==> src/rtl/pwm_pkg.sv <==
// Shared definitions for the PWM dead-time stage: FSM state encoding and default widths.
package pwm_pkg;

  localparam int DT_BITS_DEFAULT = 8;

  typedef logic [2:0] state_t;

  localparam state_t S_OFF  = 3'd0;
  localparam state_t S_LO   = 3'd1;
  localparam state_t S_DT_H = 3'd2;
  localparam state_t S_HI   = 3'd3;
  localparam state_t S_DT_L = 3'd4;

endpackage

==> src/rtl/pwm_dt_counter.sv <==
// Dead-interval counter: load latches the length and restarts the count; done flags the
// last cycle of the interval (count == length-1).
module pwm_dt_counter
  import pwm_pkg::*;
#(
  parameter int DT_BITS = DT_BITS_DEFAULT
) (
  input  logic               clk,
  input  logic               reset,
  input  logic               load,
  input  logic [DT_BITS-1:0] length,
  output logic               done,
  output logic               active
);

  localparam logic [DT_BITS-1:0] ONE = {{(DT_BITS-1){1'b0}}, 1'b1};

  logic [DT_BITS-1:0] count;
  logic [DT_BITS-1:0] lat;

  assign done = active && (count == (lat - ONE));

  // Count stops on completion, so it never wraps.
  always_ff @(posedge clk) begin
    if (reset) begin
      count  <= '0;
      lat    <= '0;
      active <= 1'b0;
    end else if (load) begin
      count  <= '0;
      lat    <= length;
      active <= 1'b1;
    end else if (done) begin
      active <= 1'b0;
    end else if (active) begin
      count <= count + ONE;
    end else begin
      count <= count;
    end
  end

endmodule

==> src/rtl/pwm_deadtime_gen.sv <==
// Complementary half-bridge gate driver with programmable dead time.
// Optional fault latch enabled by defining PWM_DT_FAULT_LATCH_EN.
module pwm_deadtime_gen
  import pwm_pkg::*;
#(
  parameter int DT_BITS = DT_BITS_DEFAULT
) (
  input  logic               clk,
  input  logic               reset,
  input  logic               enable,
  input  logic               pwm_in,
  input  logic [DT_BITS-1:0] dead_time,
  output logic               pwm_hi,
  output logic               pwm_lo,
  output logic               dt_active
`ifdef PWM_DT_FAULT_LATCH_EN
  ,
  input  logic               fault,
  input  logic               fault_clr,
  output logic               fault_latched
`endif
);

  state_t state;
  state_t nxt;
  logic   pwm_q;
  logic   load;
  logic   dt_zero;
  logic   cnt_done;
  logic   cnt_active;
  logic   halt;

`ifdef PWM_DT_FAULT_LATCH_EN
  logic fault_m;
  logic fault_s;

  // Two-flop synchronizer and sticky fault latch; clear only once the fault is gone.
  always_ff @(posedge clk) begin
    if (reset) begin
      fault_m       <= 1'b0;
      fault_s       <= 1'b0;
      fault_latched <= 1'b0;
    end else begin
      fault_m <= fault;
      fault_s <= fault_m;
      if (fault_s) begin
        fault_latched <= 1'b1;
      end else if (fault_clr) begin
        fault_latched <= 1'b0;
      end else begin
        fault_latched <= fault_latched;
      end
    end
  end

  assign halt = fault_s | fault_latched;
`else
  assign halt = 1'b0;
`endif

  assign dt_zero = (dead_time == '0);

  pwm_dt_counter #(.DT_BITS(DT_BITS)) u_cnt (
    .clk    (clk),
    .reset  (reset),
    .load   (load),
    .length (dead_time),
    .done   (cnt_done),
    .active (cnt_active)
  );

  // Next-state logic; a zero dead time bypasses the dead states entirely.
  always_comb begin
    nxt = state;
    if (!enable || halt) begin
      nxt = S_OFF;
    end else begin
      case (state)
        S_OFF:   nxt = pwm_q ? (dt_zero ? S_HI : S_DT_H) : (dt_zero ? S_LO : S_DT_L);
        S_LO:    nxt = pwm_q ? (dt_zero ? S_HI : S_DT_H) : S_LO;
        S_HI:    nxt = pwm_q ? S_HI : (dt_zero ? S_LO : S_DT_L);
        S_DT_H: begin
          if (!pwm_q)                       nxt = S_LO;
          else if (cnt_active && cnt_done) nxt = S_HI;
          else                              nxt = S_DT_H;
        end
        S_DT_L: begin
          if (pwm_q)                        nxt = S_HI;
          else if (cnt_active && cnt_done) nxt = S_LO;
          else                              nxt = S_DT_L;
        end
        default: nxt = S_OFF;
      endcase
    end
  end

  assign load = ((nxt == S_DT_H) || (nxt == S_DT_L)) && (nxt != state);

  // State, input sample and outputs decoded from next state so they change with the state.
  always_ff @(posedge clk) begin
    if (reset) begin
      state     <= S_OFF;
      pwm_q     <= 1'b0;
      pwm_hi    <= 1'b0;
      pwm_lo    <= 1'b0;
      dt_active <= 1'b0;
    end else begin
      state     <= nxt;
      pwm_q     <= pwm_in;
      pwm_hi    <= (nxt == S_HI);
      pwm_lo    <= (nxt == S_LO);
      dt_active <= (nxt == S_DT_H) || (nxt == S_DT_L);
    end
  end

endmodule

==> config.mk <==
export PLATFORM = sky130hd
export DESIGN_NAME = pwm_deadtime_gen
export DESIGN_NICKNAME = d
export VERILOG_FILES = /design/src/rtl/pwm_pkg.sv /design/src/rtl/pwm_dt_counter.sv /design/src/rtl/pwm_deadtime_gen.sv
export SDC_FILE = /design/constraint.sdc
export NUM_CORES = 1
export LEC_CHECK = 0
export CAP_MARGIN = 10
export CORE_MARGIN = 2
export CORE_UTILIZATION = 55
export CTS_CLUSTER_DIAMETER = 40
export DETAILED_ROUTE_END_ITERATION = 7
export PLACE_DENSITY = 0.82
export SYNTH_ARGS = -nofsm -noshare
export SYNTH_HDL_FRONTEND = slang
export SYNTH_HIERARCHICAL = 1
export SYNTH_SLANG_ARGS = --single-unit
==> constraint.sdc <==
create_clock -name clk -period 3.45 [get_ports clk]
set_input_delay 1.035 -clock clk [delete_from_list [all_inputs] [get_ports clk]]
set_output_delay 1.035 -clock clk [all_outputs]
set_load 0.03 [all_outputs]
==> metrics.md <==
| Metric | Value |
|---|---|
| Status | `finished, final reports clean` |
| Int Power | `around 0.43 mW` |
| Critical path launch point | `u_cnt/lat[0]` |
| Initial core utilization | `57.34%` |
| DR vias | `about 1200` |
| FF/Latch Area | `480.5 µm²` |
| Syn Std Cell Area | `between 1000 and 1500 µm²` |
| Drt via density | `a little under 6` |
| Fin worst setup slack | `0.2880 ns` |
| Setup TNS | `0 ns` |
| Max-Slew Margin vs Limit | `67.80%` |
| Top-area cell type share of the netlist area | `around a third` |
| Vias in the first global route | `between 1000 and 1500` |
| Yosys cell types | `48` |
| Worst setup EP type | `flip-flop` |
| First-pass iteration count of the detailed router | `4` |
| CTS tree | `done` |
| Die X | `54.59 µm` |
| Layout Nets | `190` |
| Clock slew at reported path FFs | `about 0.13 ns` |
| Hold Startpoint | `u_cnt/count[7]` |
| End of the critical path | `u_cnt/count[4]` |
| Die H | `~55 µm` |
| Total GRT Usage | `between 20% and 30%` |
| Clock buffer depth | `2` |
| Sequential cell fraction of total power | `~52%` |
| DR iter-0 viols | `19` |
| Commonest non-fill, non-tap cell in the layout | `dfxtp_1` |
| # IOs | `15` |
| Hpwl dp | `2115 µm` |
| Sequential share of the synthesized area | `between 30% and 40%` |
| DIE AREA | `around 3000 µm²` |
| R2r endpoint | `u_cnt/count[4]` |
| Detailed-route DRC error count | `0` |
| Yosys reg bits | `24` |
| First-pass GRT wire length | `4726 µm` |
| Slew Viols, Final | `0` |
| Placement Setup Slack | `~0.011 ns` |
| Sw power | `roughly 0.17 mW` |
| Syn Nets | `around 180` |
| FF-to-FF path depth | `14` |
| Routability Congestion | `between 0.8 and 0.9` |
| Largest cells by area after synthesis | `dfxtp_1 34%, mux2i_1 7.8%, a21oi_1 5.0%, xnor2_1 4.4%, nor2_1 4.3%` |
| Maxcap violations | `0` |
| Fmax | `about 0.32 GHz` |
| Worst Path Arrival | `around 3.4 ns` |
| Flop2flop setup slack | `around 0.29 ns` |
| Multi-input logic area | `869.6 µm²` |
| Final Hold Viols | `0` |
| CTS Buf Count | `3` |
| RSZ-0062 raised after global routing | `false` |
| Final period util | `about nine tenths` |
| Syn avg cell area | `between 8 and 9 µm²` |
| Minimum clock period | `~3.2 ns` |
| Crit Path Class | `reg2reg` |
| Clock latency on the worst-skew pair | `0.31 ns` |
| Comb pwr share | `23.8%` |
| Post-route ant nets | `0` |
| ANT cells | `0` |
| Overflow after GRT | `0` |
| PwrDens | `~370 nW/µm²` |
| CP required | `3.70 ns` |
| Mean routed wirelength per cell | `~14 µm` |
| Site Rows | `18` |
| Peak fanout along the critical path | `8` |
| H-tree depth | `1` |
| Core Footprint | `around 2500 µm²` |
| TritonCTS Sinks | `24` |
| Clk Tree Root Cell | `clkbuf_4` |
| Largest net degree at the start of global routing | `15` |
| # port buffers | `14` |
| Clock Skews | `roughly 0.0024 ns` |
| Worst r2r src | `u_cnt/lat[0]` |
| Final setup viols | `0` |
| Most frequent cells in the layout | `24 x dfxtp_1, 16 x nor2_1, 14 x a21oi_1, 14 x clkdlybuf4s50_1, 11 x mux2i_1` |
| Peak VDD IR | `between 0.0003 and 0.0004 V` |
| Startpoint Class | `flip-flop` |
| Cell count after synthesis | `161` |
| Worst Hold Class | `reg2reg` |
| Share of layout cells above drive strength 1 | `around 13%` |
| Leakage | `between 0.6 and 0.7 nW` |
| Total Wirelength | `2833 µm` |
| Util after Layout | `between 60 and 70%` |
| Synth area leader | `dfxtp_1` |
| Synthesis warning total | `6` |
| Slew at the pin closest to its max-slew limit | `~0.48 ns` |
| Area growth syn-to-layout | `15.38%` |
| Sw Ratio | `28.98%` |
| Layout fillers | `202` |
| Clock power frac | `roughly 24%` |
| Antenna violations before repair | `0` |
==> through the flow <==
stage               std cells  instance area, µm²  power [mW]  hold WS (ns)
floorplan                 161                1408      0.4136        0.4695
global placement          198                1556      0.4453        0.4903
detailed placement        198                1556      0.4514        0.4961
CTS                       202                1602      0.6018        0.5166
global route              205                1624      0.6345        0.5523
finish                    205                1624      0.6016        0.5119
==> flip-flops by register name, indices dropped and copies added, names as in the netlist <==
| name | flops |
|---|---|
| dt_active | 1 |
| u_cnt/active | 1 |
| u_cnt/lat | 8 |
| u_cnt/count | 8 |
| pwm_q | 1 |
| state | 3 |
| pwm_lo | 1 |
| pwm_hi | 1 |
==> Yosys cell counts (all sizes together) <==
library cell  count
buf               7
nand3b            1
dfxtp            24
nor3              3
nor4              4
nand3             4
xnor2             7
o21bai            2
a21o              1
a21oi            15
a21boi            2
o21ai             6
nor2b             3
o31a              1
clkbuf            3
nand2b            3
and3              2
or3b              1
nor2             16
and4              1
mux2i            11
nor4b             2
nand4             4
o311a             1
ha                2
nor3b             1
xor2              6
o32a              1
nand4b            1
or3               5
a31oi             1
inv               4
a2111oi           1
a211oi            2
or2               2
nand2            10
and2              1
==> power groups by stage <==
stage                     sequential, mW  clock (mW)  combinational, mW
after global routing               0.314       0.164              0.156
after global placement             0.316           0              0.129
final                              0.312       0.147              0.143
after detailed placement           0.317           0              0.134
after CTS                          0.311       0.154              0.137
after floorplan                    0.313           0              0.101
==> final cells by class <==
class | count | area share [%]
Timing Repair Buffer | 20 | 11.40
Clock buffer | 4 | 2.234
Inverter | 4 | 0.9245
Multi-Input combinational cell | 123 | 53.54
Tap cell | 30 | 2.311
Sequential cell | 24 | 29.58
==> logic make-up (layout without fill, tap and decap cells) <==
logic type | Yosys count | count (layout) | share of synthesized area (%)
and+or+nand+nor | 64 | 64 | 26.84
xor gates and xnor gates | 13 | 13 | 8.089
buffers and inverters | 14 | 28 | 5.155
AOI/OAI and AO/OA | 33 | 33 | 16.18
DFF | 24 | 24 | 34.13
adders and majority gates | 2 | 2 | 1.777
muxes | 11 | 11 | 7.823
==> worst max-delay path, stage by stage (launching register included) <==
cell       delay (ns)
dfxtp_1          0.36
inv_1            0.05
ha_1             0.30
xor2_1           0.18
nor2_1           0.10
a21oi_1          0.07
a2111oi_4        0.39
and3_1           0.26
a21boi_0         0.09
o32a_1           0.34
o311a_1          0.14
nor4b_4          0.17
buf_4            0.17
or2_2            0.35
a21oi_1          0.13
==> how the worst min path moves through the flow <==
| stage | to | cells after the start | slack [ns] |
|---|---|---|---|
| after floorplan | u_cnt/count[7] | 2 | 0.47 |
| after global placement | u_cnt/count[7] | 2 | 0.49 |
| after detailed placement | u_cnt/count[7] | 2 | 0.50 |
| after CTS | u_cnt/count[7] | 2 | 0.52 |
| after global routing | u_cnt/count[7] | 2 | 0.55 |
| final | u_cnt/count[7] | 2 | 0.51 |
==> metal layers <==
metal / global-route usage, % / part of all wire, % / vias up
li1: - / - / 605
met1: 26.95 / 47 / 586
met2: 37.70 / 50 / 18
met3: 3.825 / 2.3 / 4
met4: 8.750 / 0.92 / 0
met5: 0 / 0 / -
==> what timing repair did <==
item                                    4_1_cts  5_1_grt
pin swaps                                     0        0
setup buffers                                 0        3
endpoints found under the setup margin        4        4
hold buffers                                  0        0
resized for setup                             1        0
Note: power is estimated with default switching activity, not from simulation.
